<file path="src/rtl/uart_tx_frame.sv">
// UART transmit framer: start bit, 5..DATA_MAX data bits, optional parity, 1 or 2 stop bits, break.
// The line only changes on baud_tick; a word offered in IDLE is accepted the same clk (tx_ready is combinational).
module uart_tx_frame #(
  parameter int DATA_MAX  = 8,
  parameter int INVERT    = 0,
  parameter int LSB_FIRST = 1
) (
  input  logic                clk,
  input  logic                reset_n,
  input  logic                baud_tick,
  input  logic [DATA_MAX-1:0] tx_data,
  input  logic                tx_valid,
  output logic                tx_ready,
  input  logic [4:0]          data_len,
  input  logic [2:0]          parity_mode,
  input  logic                stop_two,
  input  logic                brk,
  output logic                tx,
  output logic                busy,
  output logic                frame_done
);

  typedef enum logic [2:0] {
    S_IDLE, S_START, S_DATA, S_PARITY, S_STOP, S_BREAK
  } state_t;

  localparam logic [4:0] LEN_MIN = 5'd5;
  localparam logic [4:0] LEN_MAX = 5'(DATA_MAX);

  state_t              state_q, state_d;
  logic [DATA_MAX-1:0] data_q, data_d;
  logic [4:0]          len_q, len_d;
  logic [4:0]          cnt_q, cnt_d;
  logic [2:0]          mode_q, mode_d;
  logic                two_q, two_d;
  logic                stop_cnt_q, stop_cnt_d;
  logic                par_q, par_d;
  logic                line_q, line_d;
  logic                done_q, done_d;

  logic [4:0] len_clamp;
  logic       accept;
  logic       has_par;
  logic       last_bit;
  logic       last_stop;
  logic       next_bit;

  always_comb begin
    if (data_len < LEN_MIN)      len_clamp = LEN_MIN;
    else if (data_len > LEN_MAX) len_clamp = LEN_MAX;
    else                         len_clamp = data_len;
  end

  assign accept    = tx_valid & tx_ready;
  assign has_par   = (mode_q >= 3'd1) && (mode_q <= 3'd4);
  assign last_bit  = (cnt_q == len_q - 5'd1);
  assign last_stop = ~two_q | stop_cnt_q;
  // The shift register is pre-aligned on accept so the next bit always sits at a fixed end.
  assign next_bit  = (LSB_FIRST != 0) ? data_q[0] : data_q[DATA_MAX-1];

  // State register and datapath flops
  always_ff @(posedge clk or negedge reset_n) begin
    if (!reset_n) begin
      state_q    <= S_IDLE;
      data_q     <= '0;
      len_q      <= '0;
      cnt_q      <= '0;
      mode_q     <= '0;
      two_q      <= 1'b0;
      stop_cnt_q <= 1'b0;
      par_q      <= 1'b0;
      line_q     <= 1'b1;
      done_q     <= 1'b0;
    end else begin
      state_q    <= state_d;
      data_q     <= data_d;
      len_q      <= len_d;
      cnt_q      <= cnt_d;
      mode_q     <= mode_d;
      two_q      <= two_d;
      stop_cnt_q <= stop_cnt_d;
      par_q      <= par_d;
      line_q     <= line_d;
      done_q     <= done_d;
    end
  end

  // Next-state logic
  always_comb begin
    state_d = state_q;
    case (state_q)
      S_IDLE: begin
        if (brk)           state_d = S_BREAK;
        else if (tx_valid) state_d = S_START;
      end
      S_START:  if (baud_tick) state_d = S_DATA;
      S_DATA:   if (baud_tick && last_bit) state_d = has_par ? S_PARITY : S_STOP;
      S_PARITY: if (baud_tick) state_d = S_STOP;
      S_STOP:   if (baud_tick && last_stop) state_d = S_IDLE;
      S_BREAK:  if (baud_tick && !brk) state_d = S_IDLE;
      default:  state_d = S_IDLE;
    endcase
  end

  // Datapath and line outputs
  always_comb begin
    data_d     = data_q;
    len_d      = len_q;
    cnt_d      = cnt_q;
    mode_d     = mode_q;
    two_d      = two_q;
    stop_cnt_d = stop_cnt_q;
    par_d      = par_q;
    line_d     = line_q;
    done_d     = 1'b0;
    case (state_q)
      S_IDLE: begin
        if (accept) begin
          data_d     = (LSB_FIRST != 0) ? tx_data : (tx_data << (LEN_MAX - len_clamp));
          len_d      = len_clamp;
          mode_d     = parity_mode;
          two_d      = stop_two;
          cnt_d      = '0;
          stop_cnt_d = 1'b0;
          par_d      = 1'b0;
        end
      end
      S_START: begin
        if (baud_tick) begin
          line_d = 1'b0;
          cnt_d  = '0;
        end
      end
      S_DATA: begin
        if (baud_tick) begin
          line_d = next_bit;
          par_d  = par_q ^ next_bit;
          cnt_d  = cnt_q + 5'd1;
          data_d = (LSB_FIRST != 0) ? (data_q >> 1) : (data_q << 1);
        end
      end
      S_PARITY: begin
        if (baud_tick) begin
          case (mode_q)
            3'b001:  line_d = ~par_q;
            3'b010:  line_d = par_q;
            3'b011:  line_d = 1'b1;
            default: line_d = 1'b0;
          endcase
        end
      end
      S_STOP: begin
        if (baud_tick) begin
          line_d = 1'b1;
          if (last_stop) done_d = 1'b1;
          else           stop_cnt_d = 1'b1;
        end
      end
      S_BREAK: begin
        if (baud_tick) line_d = ~brk;
      end
      default: ;
    endcase
  end

  assign tx_ready   = (state_q == S_IDLE) & ~brk;
  assign busy       = (state_q != S_IDLE);
  assign frame_done = done_q;
  assign tx         = line_q ^ (INVERT != 0);

endmodule

</file>
<file path="config.mk">
export PLATFORM = sky130hd
export DESIGN_NAME = uart_tx_frame
export DESIGN_NICKNAME = d
export VERILOG_FILES = /design/src/rtl/uart_tx_frame.sv
export SDC_FILE = /design/constraint.sdc
export NUM_CORES = 1
export LEC_CHECK = 0
export BUFFER_PORTS_ARGS = -buffer_cell sky130_fd_sc_hd__buf_2
export CAP_MARGIN = 25
export CORE_MARGIN = 10
export CORE_UTILIZATION = 59
export CTS_CLUSTER_DIAMETER = 40
export DETAILED_ROUTE_END_ITERATION = 12
export PLACE_DENSITY = 0.83
export SLEW_MARGIN = 20
export SYNTH_ARGS = -nofsm -noshare
export SYNTH_HDL_FRONTEND = slang
export SYNTH_SLANG_ARGS = --single-unit
</file>
<file path="constraint.sdc">
create_clock -name clk -period 2.45 [get_ports clk]
set_input_delay 0 -clock clk [delete_from_list [all_inputs] [get_ports clk]]
set_output_delay 0 -clock clk [all_outputs]
set_load 0.01 [all_outputs]
</file>
==> results by group <==
Run
  • Maxcap violations: 0

CTS
  • Clock sinks: 29
  • CTS Root Cell: clkbuf_4
  • Postcts setup bufs: 0
  • Worst-path clk slew: 0.09 ns
  • TritonCTS clock tree: done
  • CTS buffer count: 5
  • Skew-Pair Late Insertion Delay: approximately 0.33 ns
  • Clk buf depth: 2
  • H-tree depth: 2

Detailed routing
  • DRC viols: 0
  • Post-DR wirelength/cell: 14.57 µm
  • Pre-Repair DR Iteration Count: 5
  • Met2 wire len: 1850 µm
  • Post-route ant nets: 0
  • Vias/cell: about 5.7
  • WL met1: 1540 µm
  • Max layer used: met4
  • Met3 WL: 251 µm
  • Routed vias: 1455
  • Iteration-0 DRC Markers: ~170
  • DRT Wirelength: approximately 3700 µm

STA
  • RSZ-0062 raised after global routing: false
  • Final Setup Violations: 0
  • Peak Freq: 0.4410 GHz
  • Clock Skew: just under 0.004 ns
  • Fin. max-slew vios: 0
  • Time the worst path needs with I/O delays and setup: 2.268 ns
  • Setup TNS: 0 ns
  • Hold_ws: about 0.0089 ns
  • Final Hold Viols: 0
  • Tcrit/Tclk final: 92.55%
  • Worst-margin pin slew: between 0.6 and 0.7 ns
  • Max-slew headroom: about three fifths

Setup path
  • CP Launch Type: flip-flop
  • Crit Reg-Reg Startpoint: state_q[1]
  • Critical path class: reg -> reg
  • Worst Path Max Fanout: 15
  • Arr. time, crit path: approximately 2.5 ns
  • Req. time, crit path: 2.70 ns
  • Critical path endpoint category: flip-flop
  • CP Launch Point: state_q[1]

Power and ir drop
  • Leakage: 0.8956 nW
  • Peak VDD IR: 682.0 µV
  • Pwr dens: between 600 and 700 nW/µm²
  • Final Power: 1.238 mW

Synthesis
  • Largest area contributor in the netlist: dfrtp_1
  • Synth top area share: 44.48%
  • Ys async rst share: 100.0%
  • Syn. warnings: 0
  • Yosys reg bits: 29
  • Number of distinct library cells after synthesis: 43
  • Avg Cell Area, Syn: 8.703 µm²
  • Register area share after synthesis: 46.15%
  • Post-synth EDFFs: 0
  • Syn Nets: a little over 200
  • Post-Syn Area: 1575 µm²
  • Area contributors post-synth: dfrtp_1, nand2_1, nor2_1, o21ai_0, a31oi_1
  • Most frequent cell after synthesis: nand2_1
  • Commonest cells in the netlist: nand2_1, dfrtp_1, nor2_1, o21ai_0, a31oi_1
  • Top FF cell, synth: dfrtp_1
  • Post-Syn Instances: 181

Global routing
  • Vias in the first global route: 1471
  • GRT Total Usage: 15.42%
  • Global route overflow: 0
  • Global-route wire length before repair: 6513 µm
  • Largest net degree at the start of global routing: 30
  • Initial antenna violation count: 0

Placed design
  • Placer congestion estimate: 0.8415
  • Detailed Place HPWL: 2592 µm
  • PortBufs: 25

Floorplan
  • # IOs: 26
  • Initial core utilization: a little over three fifths
  • CORE AREA: around 2500 µm²
  • FP Rows: 18
  • Die X: ~70 µm
  • Die area: 5137 µm²
  • Chip height: 71.67 µm

Outcome
  • Status: finished clean

Finish
  • Filler cells: 168
  • Ant. Diodes: 0
  • Post-layout nets: about 250
  • Final core occ: 77.93%
  • Area Overhead vs Synth: 24.78%
  • Layout cell share with drive strength beyond 1: 19.47%

Worst hold path
  • Hold Path Class: in -> reg
  • HP Start: data_len[3]
-- area by class of cell --
class                      count  area [µm²]  share of cell area [%]
inverter                       5       18.77                  0.9548
clock buffer                   7       65.06                   3.310
tap                           30       37.54                   1.910
multi-input combinational    138       784.5                   39.91
clock inverter                 1       5.005                  0.2546
sequential                    29       726.9                   36.98
timing repair buffer          46       327.8                   16.68
-- final timing paths --
path / cells after the start / to / slack, ns
max in group asynchronous: 2 / mode_q[1] / 1.83
worst min register to register: 2 / mode_q[0] / 0.52
worst max-delay path: 7 / len_q[1] / 0.18
min in group asynchronous: 2 / frame_done / 0.22
worst min-delay path: 3 / len_q[3] / 0.009
worst max register to register: 7 / len_q[1] / 0.18
-- report_power, final --
part | switching, mW | total, mW | internal (mW)
sequential | 0.0771 | 0.631 | 0.554
clock | 0.163 | 0.329 | 0.166
combinational | 0.138 | 0.278 | 0.140
-- timing repair --
item                                   in CTS  in global routing
hold buffers                               17                  1
endpoints found under the hold margin      42                  1
resized for setup                           0                  0
-- per-stage QoR --
step                cells  setup slack, ns  cell area, µm²
global placement      230           0.6397            1715
global route          256          0.04646            1966
floorplan             181           0.7772            1575
finish                256           0.1825            1966
CTS                   255           0.2185            1956
detailed placement    230           0.5498            1715
-- sequential cells by signal, indices dropped and copies added (netlist names) --
register	flops
data_q	8
cnt_q	5
len_q	5
mode_q	3
state_q	3
frame_done	1
par_q	1
stop_cnt_q	1
two_q	1
tx	1
-- cells in the final DEF (no fill, tap or decap), drive strengths merged, types with 3 or more instances in the layout --
| cell type | instances |
|---|---|
| nand2 | 38 |
| dfrtp | 28 |
| buf | 28 |
| dlygate4sd3 | 18 |
| nor2 | 17 |
| o21ai | 13 |
| a31oi | 9 |
| nand3 | 8 |
| clkbuf | 7 |
| xor2 | 6 |
| inv | 5 |
| a21oi | 5 |
| nor3 | 4 |
| nand2b | 4 |
| and2 | 3 |
-- cell families (layout without fill, tap and decap cells) --
logic type | count (synthesis) | in the layout | share of synthesized area [%]
and+or+nand+nor | 88 | 88 | 26.77
buffers and inverters | 14 | 59 | 4.051
AOI/OAI and AO/OA | 39 | 39 | 16.20
xor gates and xnor gates | 7 | 7 | 3.892
DFF | 29 | 29 | 46.15
adders and majority gates | 2 | 2 | 1.588
muxes | 2 | 2 | 1.350
-- worst max-delay path, cell delays in order, from the launching register on --
cell and delay [ns]:
dfrtp_1 0.53, nor2_1 0.29, nand2_1 0.19, nor3b_2 0.24, buf_4 0.20, nand4_1 0.09, dlygate4sd3_1 0.57, o21ai_0 0.08
-- metal layers --
layer  vias up  track usage (%)
met5         -                0
met4         0            6.237
met3         8            6.061
met2        44            26.47
met1       682            16.50
li1        721                -
No activity file was read; power rests on OpenSTA's default activity.
